**src/rtl/scan_pkg.sv**
```systemverilog
// scan_pkg: shared state encoding and counter sizing for the scan chain controller.
package scan_pkg;

   typedef enum logic [2:0] {IDLE, LOAD, CAPTURE, UNLOAD, DONE_ST} state_e;

   function automatic int cnt_w(input int len);
      return (len > 2) ? $clog2(len) : 1;
   endfunction

endpackage

```
**src/rtl/scan_chain_ctrl_if.sv**
```systemverilog
// scan_chain_ctrl_if: request, pattern and chain-side signals of the scan controller.
interface scan_chain_ctrl_if #(parameter int CHAIN_LEN = 16, parameter int FAIL_CNT_W = 8);

   logic                  start, ready, se, si, so, done, fail;
   logic [CHAIN_LEN-1:0]  pat_in, exp_in, mask_in, rsp;
   logic [FAIL_CNT_W-1:0] fail_cnt;

   modport master (
      output start, pat_in, exp_in, mask_in, so,
      input  ready, se, si, done, rsp, fail, fail_cnt
   );

   modport slave (
      input  start, pat_in, exp_in, mask_in, so,
      output ready, se, si, done, rsp, fail, fail_cnt
   );

endinterface

```
**src/rtl/scan_shift_reg.sv**
```systemverilog
// scan_shift_reg: parallel-load register that shifts toward the MSB, taking ser_i into bit 0.
module scan_shift_reg #(parameter int W = 16) (
   input  logic         clk_i,
   input  logic         rstn_i,
   input  logic         load_i,
   input  logic         shift_i,
   input  logic [W-1:0] par_i,
   input  logic         ser_i,
   output logic [W-1:0] q_o
);

   logic [W-1:0] sr_q, sr_d;

   always_comb sr_d = load_i ? par_i : shift_i ? {sr_q[W-2:0], ser_i} : sr_q;

   always_ff @(posedge clk_i)
      if (!rstn_i) sr_q <= '0;
      else         sr_q <= sr_d;

   assign q_o = sr_q;

endmodule

```
**src/rtl/scan_chain_ctrl.sv**
```systemverilog
// scan_chain_ctrl: loads a pattern into a negedge scan chain, pulses capture,
// unloads and compares the response, and counts failing patterns.
module scan_chain_ctrl import scan_pkg::*; #(
   parameter int   CHAIN_LEN  = 16,
   parameter int   FAIL_CNT_W = 8,
   parameter logic FILL_VAL   = 1'b0
) (
   input logic              CLK,
   input logic              RSTN,
   scan_chain_ctrl_if.slave bus
);

   localparam int CNT_W = cnt_w(CHAIN_LEN);

   state_e                state_q;
   logic [CNT_W-1:0]      cnt_q;
   logic                  se_q, ready_q, done_q, fail_q;
   logic [FAIL_CNT_W-1:0] fail_cnt_q;
   logic [CHAIN_LEN-1:0]  exp_q, mask_q, pat_q, rsp_q;
   logic                  accept, last, sample, mis;

   assign accept = bus.start & ready_q;
   assign last   = cnt_q == CNT_W'(CHAIN_LEN - 1);
   assign sample = (state_q == CAPTURE) | ((state_q == UNLOAD) & ~last);
   assign mis    = |((rsp_q ^ exp_q) & mask_q);

   // The pattern register's MSB is SI: after CHAIN_LEN shifts it holds only FILL_VAL.
   scan_shift_reg #(.W(CHAIN_LEN)) u_pat (
      .clk_i   (CLK),
      .rstn_i  (RSTN),
      .load_i  (accept),
      .shift_i (state_q == LOAD),
      .par_i   (bus.pat_in),
      .ser_i   (FILL_VAL),
      .q_o     (pat_q)
   );

   // SO arrives from position CHAIN_LEN-1 downward, so shifting up lands RSP[i] in place.
   scan_shift_reg #(.W(CHAIN_LEN)) u_rsp (
      .clk_i   (CLK),
      .rstn_i  (RSTN),
      .load_i  (1'b0),
      .shift_i (sample),
      .par_i   ('0),
      .ser_i   (bus.so),
      .q_o     (rsp_q)
   );

   always_ff @(posedge CLK)
      if (!RSTN) begin
         state_q    <= IDLE;
         cnt_q      <= '0;
         se_q       <= 1'b0;
         ready_q    <= 1'b1;
         done_q     <= 1'b0;
         fail_q     <= 1'b0;
         fail_cnt_q <= '0;
         exp_q      <= '0;
         mask_q     <= '0;
      end else
         case (state_q)
            IDLE: if (accept) begin
               exp_q   <= bus.exp_in;
               mask_q  <= bus.mask_in;
               cnt_q   <= '0;
               se_q    <= 1'b1;
               ready_q <= 1'b0;
               state_q <= LOAD;
            end
            LOAD: begin
               cnt_q <= cnt_q + 1'b1;
               if (last) begin
                  cnt_q   <= '0;
                  se_q    <= 1'b0;
                  state_q <= CAPTURE;
               end
            end
            CAPTURE: begin
               se_q    <= 1'b1;
               state_q <= UNLOAD;
            end
            UNLOAD: begin
               cnt_q <= cnt_q + 1'b1;
               if (last) begin
                  cnt_q   <= '0;
                  se_q    <= 1'b0;
                  done_q  <= 1'b1;
                  fail_q  <= mis;
                  if (mis && !(&fail_cnt_q)) fail_cnt_q <= fail_cnt_q + 1'b1;
                  state_q <= DONE_ST;
               end
            end
            DONE_ST: begin
               done_q  <= 1'b0;
               ready_q <= 1'b1;
               state_q <= IDLE;
            end
            default: state_q <= IDLE;
         endcase

   assign bus.ready    = ready_q;
   assign bus.se       = se_q;
   assign bus.si       = pat_q[CHAIN_LEN-1];
   assign bus.done     = done_q;
   assign bus.rsp      = rsp_q;
   assign bus.fail     = fail_q;
   assign bus.fail_cnt = fail_cnt_q;

endmodule
```
**src/flat_wrapper.sv**
```systemverilog
// flat-port wrapper written by rule: the top's interface ports become plain ports
module scan_chain_ctrl_flat import scan_pkg::*;
#(
   parameter int   CHAIN_LEN  = 16,
   parameter int   FAIL_CNT_W = 8,
   parameter logic FILL_VAL   = 1'b0
)
  (CLK, RSTN, bus_start, bus_pat_in, bus_exp_in, bus_mask_in, bus_so, bus_ready, bus_se, bus_si, bus_done, bus_rsp, bus_fail, bus_fail_cnt);
  scan_chain_ctrl_if #(.CHAIN_LEN(CHAIN_LEN), .FAIL_CNT_W(FAIL_CNT_W)) bus_i ();
  input logic CLK;
  input logic RSTN;
  input wire logic [$bits(bus_i.start)-1:0] bus_start;
  input wire logic [$bits(bus_i.pat_in)-1:0] bus_pat_in;
  input wire logic [$bits(bus_i.exp_in)-1:0] bus_exp_in;
  input wire logic [$bits(bus_i.mask_in)-1:0] bus_mask_in;
  input wire logic [$bits(bus_i.so)-1:0] bus_so;
  output wire logic [$bits(bus_i.ready)-1:0] bus_ready;
  output wire logic [$bits(bus_i.se)-1:0] bus_se;
  output wire logic [$bits(bus_i.si)-1:0] bus_si;
  output wire logic [$bits(bus_i.done)-1:0] bus_done;
  output wire logic [$bits(bus_i.rsp)-1:0] bus_rsp;
  output wire logic [$bits(bus_i.fail)-1:0] bus_fail;
  output wire logic [$bits(bus_i.fail_cnt)-1:0] bus_fail_cnt;
  assign bus_i.start = bus_start;
  assign bus_i.pat_in = bus_pat_in;
  assign bus_i.exp_in = bus_exp_in;
  assign bus_i.mask_in = bus_mask_in;
  assign bus_i.so = bus_so;
  assign bus_ready = bus_i.ready;
  assign bus_se = bus_i.se;
  assign bus_si = bus_i.si;
  assign bus_done = bus_i.done;
  assign bus_rsp = bus_i.rsp;
  assign bus_fail = bus_i.fail;
  assign bus_fail_cnt = bus_i.fail_cnt;
  scan_chain_ctrl #(.CHAIN_LEN(CHAIN_LEN), .FAIL_CNT_W(FAIL_CNT_W), .FILL_VAL(FILL_VAL)) u_core (.CLK(CLK), .RSTN(RSTN), .bus(bus_i));
endmodule
```
**config.mk**
```make
export PLATFORM = sky130hd
export DESIGN_NAME = scan_chain_ctrl_flat
export DESIGN_NICKNAME = d
export VERILOG_FILES = /design/src/rtl/scan_pkg.sv /design/src/rtl/scan_chain_ctrl_if.sv /design/src/rtl/scan_shift_reg.sv /design/src/rtl/scan_chain_ctrl.sv /design/src/flat_wrapper.sv
export SDC_FILE = /design/constraint.sdc
export NUM_CORES = 1
export LEC_CHECK = 0
export BUFFER_PORTS_ARGS = -buffer_cell sky130_fd_sc_hd__buf_2
export CORE_MARGIN = 4
export CORE_UTILIZATION = 45
export DETAILED_ROUTE_END_ITERATION = 8
export PLACE_DENSITY = 0.68
export SYNTH_ARGS = -nofsm -noshare
export SYNTH_HDL_FRONTEND = slang
export SYNTH_HIERARCHICAL = 1
export SYNTH_SLANG_ARGS = --single-unit
```
**constraint.sdc**
```tcl
create_clock -name CLK -period 5.4 [get_ports CLK]
set_clock_uncertainty 0.1 [all_clocks]
set_input_delay 0.27 -clock CLK [delete_from_list [all_inputs] [get_ports CLK]]
set_output_delay 0.27 -clock CLK [all_outputs]
set_load 0.05 [all_outputs]
```
==> out/metrics.yaml <==
status:
  status: "complete, no violations"
global_routing:
  grt_first_pass_wirelength_mm: 14.1
  grt_start_max_net_pins: 46
  grt_pass1_vias: 3032
  grt_antenna_before_repair: 0
  grtUsageTotal: 0.174
  overflow: 0
clocking:
  cts_tree: "yes"
  post_cts_buffers: 0
  path_clk_slew_ns: 0.08
  cts_buffers: 9
  clk_latency_ns: 0.35
  post_cts_resized: 0
  hold_buffers: 0
  root_buffer: "clkbuf_8"
  cts_max_level: 3
  cts_max_path_buffers: 2
  cts.sinks: 83
sta:
  slew_headroom: 0.193
  slew_violations: 0
  setup_tns_ns: 0
  hold_violations: 0
  fmax_mhz: 403
  fin_ws_ns: 2.92
  finalSetupViolCount: 0
  rsz0062_at_grt: "no"
  min_period_over_period: 0.460
  worstMarginPinSlew_ns: 1.21
  post-route-min-period_ns: 2.48
power:
  irDropWorstVdd_mv: 0.124
  pwr_density_cell_mw_per_mm2: 300
  power.total_uw: 1390
  p_leak_uw: 0.00221
drt:
  drtAntennaViolNets: 0
  vias_per_cell: 5.18
  wl_met1_mm: 3.85
  dr.max_layer_used: "met4"
  drc: 0
  drt_iter0_drc: 123
  routed_wl_mm: 8.71
  via_count: 3202
  dr.pass1.iters: 4
  wl_met3_um: 521
  routed-wl-met2_mm: 4.23
  wl_per_cell_um: 14.1
placed_design:
  pre_cts_ws_ns: 2.91
  io_buffers: 80
  hpwlAfterDp_mm: 6.11
  place.gp.congestion: 0.810
cells_and_area:
  syn2layout_area_growth_pct: 17.4
  n_antenna_cell: 0
  fin_nets: 562
  drive_gt1_frac: 0.265
floorplanning:
  dieHeight_um: 101
  placementRows: 33
  start_util: 0.471
  coreArea_mm2: 0.00834
  io-pin-count: 81
  die-area_mm2: 0.0103
  dieWidth_um: 101
synthesis:
  synth_area_per_cell_um2: 9.31
  synthCells: 422
  synthFlopType: "dfxtp_1"
  async_flop_share: 0
  ys_warn_count: 6
  synth_edf_count: 0
  yosysSeqAreaShare: 0.423
  synth_seq_cells: 83
  synth_area_mm2: 0.00393
  synth.distinct_cells: 42
setup_path:
  crit_path_end_kind: "register"
  r2r_start: "u_core/bus.ready"
  worst-setup-path-type: "register to register"
  required_ns: 5.51
  cp-startpoint: "u_core/bus.ready"
  reg2regPathDepth: 6
  crit_path_end: "u_core/cnt_q[2]"
  critPathMaxFanout: 35
  startpoint_type: "register"
  arrival_ns: 2.59
  rrSetupSlack_ns: 2.92
  reg2reg_to: "u_core/cnt_q[2]"
worst_hold_path:
  hold_class: "input port to register"
job:
  maxCapViolations: 0
## layout by cell type (no fill, tap or decap), drive strengths merged, types with 7 or more instances in the layout
cell type,netlist,layout
a21oi,44,44
a22oi,8,8
buf,13,82
clkbuf,15,10
conb,1,22
dfxtp,83,83
inv,6,7
mux2,32,32
nand2,72,72
nand2b,30,30
nand3,11,11
nor2,16,16
o211a,32,32
o21ai,10,10
xor2,16,16
## synthesized netlist by cell type, types with 2 or more instances
cell	n	area (µm²)
inv_2	2	7.51
mux2_2	12	135
nand3_1	11	55.1
a22oi_1	8	60.1
nand4_1	2	12.5
buf_2	9	45.0
buf_6	2	22.5
a21oi_1	44	220
mux2_4	20	300
a211oi_1	2	15.0
or3_1	3	18.8
nor2_1	15	56.3
clkbuf_1	15	56.3
nand2_1	72	270
nand2b_1	30	188
or2b_1	2	15.0
or4_1	3	22.5
a31oi_1	2	12.5
o21ai_0	9	45.0
nor3_1	2	10.0
ha_1	2	25.0
o31ai_1	2	15.0
o211a_1	32	320
buf_12	2	40.0
xor2_1	16	140
and3_1	2	12.5
inv_1	4	15.0
dfxtp_1	83	1660
## where the power goes
part           switching (µW)  leakage [µW]  internal, µW  total [µW]
registers                27.5      0.000682           649         677
logic                     130       0.00143          91.2         221
clock network             227      0.000103           261         488
total                     384       0.00221          1000        1390
## cells by family after synthesis
| group | count (synthesis) | share of synthesized area |
|---|---|---|
| AOI/OAI and AO/OA | 104 | 0.188 |
| xor gates and xnor gates | 17 | 0.0379 |
| adders and majority gates | 2 | 0.00637 |
| buffers and inverters | 34 | 0.0474 |
| DFF | 83 | 0.423 |
| muxes | 33 | 0.113 |
| other | 1 | 0.000954 |
| and+or+nand+nor | 148 | 0.183 |
## metal layers
| metal | track usage | vias to the layer above |
|---|---|---|
| met1 | 0.226 | 1475 |
| met3 | 0.0379 | 9 |
| met2 | 0.285 | 92 |
| met4 | 0.0644 | 0 |
| met5 | 0 | - |
| li1 | - | 1626 |
## state kept, by name, summed over array words and instances, names as in the netlist
signal and count:
u_core/bus.done 1, u_core/u_rsp/q_o 16, u_core/bus.fail_cnt 8, u_core/bus.ready 1
u_core/cnt_q 4, u_core/bus.se 1, u_core/u_pat/q_o 16, u_core/bus.fail 1
u_core/mask_q 16, u_core/state_q 3, u_core/exp_q 16
## metrics by stage
| step | util | instances | cell area [µm²] | hold slack [ns] |
|---|---|---|---|---|
| finish | 0.553 | 618 | 4620 | 0.0488 |
| CTS | 0.553 | 618 | 4620 | 0.0314 |
| global route | 0.553 | 618 | 4620 | 0.0139 |
| global placement | 0.527 | 602 | 4400 | 0.344 |
| detailed placement | 0.527 | 602 | 4400 | 0.348 |
| floorplan | - | 443 | 4010 | 0.306 |
## worst max-delay path, stage by stage (launching register included)
cell and delay [ns]:
dfxtp_1 0.35, and2_1 0.13, buf_4 0.30, and3_1 0.97, nor2_1 0.17, o21ai_0 0.22
a21oi_1 0.08
## worst min path at each step
stage | cells past startpoint | end | slack, ns | startpoint
final | 3 | u_core/mask_q[4] | 0.05 | bus_mask_in[4]
after global routing | 3 | u_core/mask_q[4] | 0.01 | bus_mask_in[4]
after CTS | 3 | u_core/mask_q[4] | 0.03 | bus_mask_in[4]
after detailed placement | 2 | u_core/mask_q[10] | 0.35 | u_core/mask_q[10]
after global placement | 2 | u_core/mask_q[13] | 0.34 | u_core/mask_q[13]
after floorplan | 2 | u_core/mask_q[0] | 0.31 | bus_mask_in[0]
## layout make-up
| cell class | count | area [µm²] |
|---|---|---|
| multi-input combinational | 326 | 2170 |
| sequential | 83 | 1660 |
| inverter | 6 | 22.5 |
| timing repair buffer | 82 | 415 |
| tap | 105 | 131 |
| clock inverter | 6 | 88.8 |
| clock buffer | 10 | 128 |
| fill | 785 | 3720 |
No activity file was read; power rests on OpenSTA's default activity.
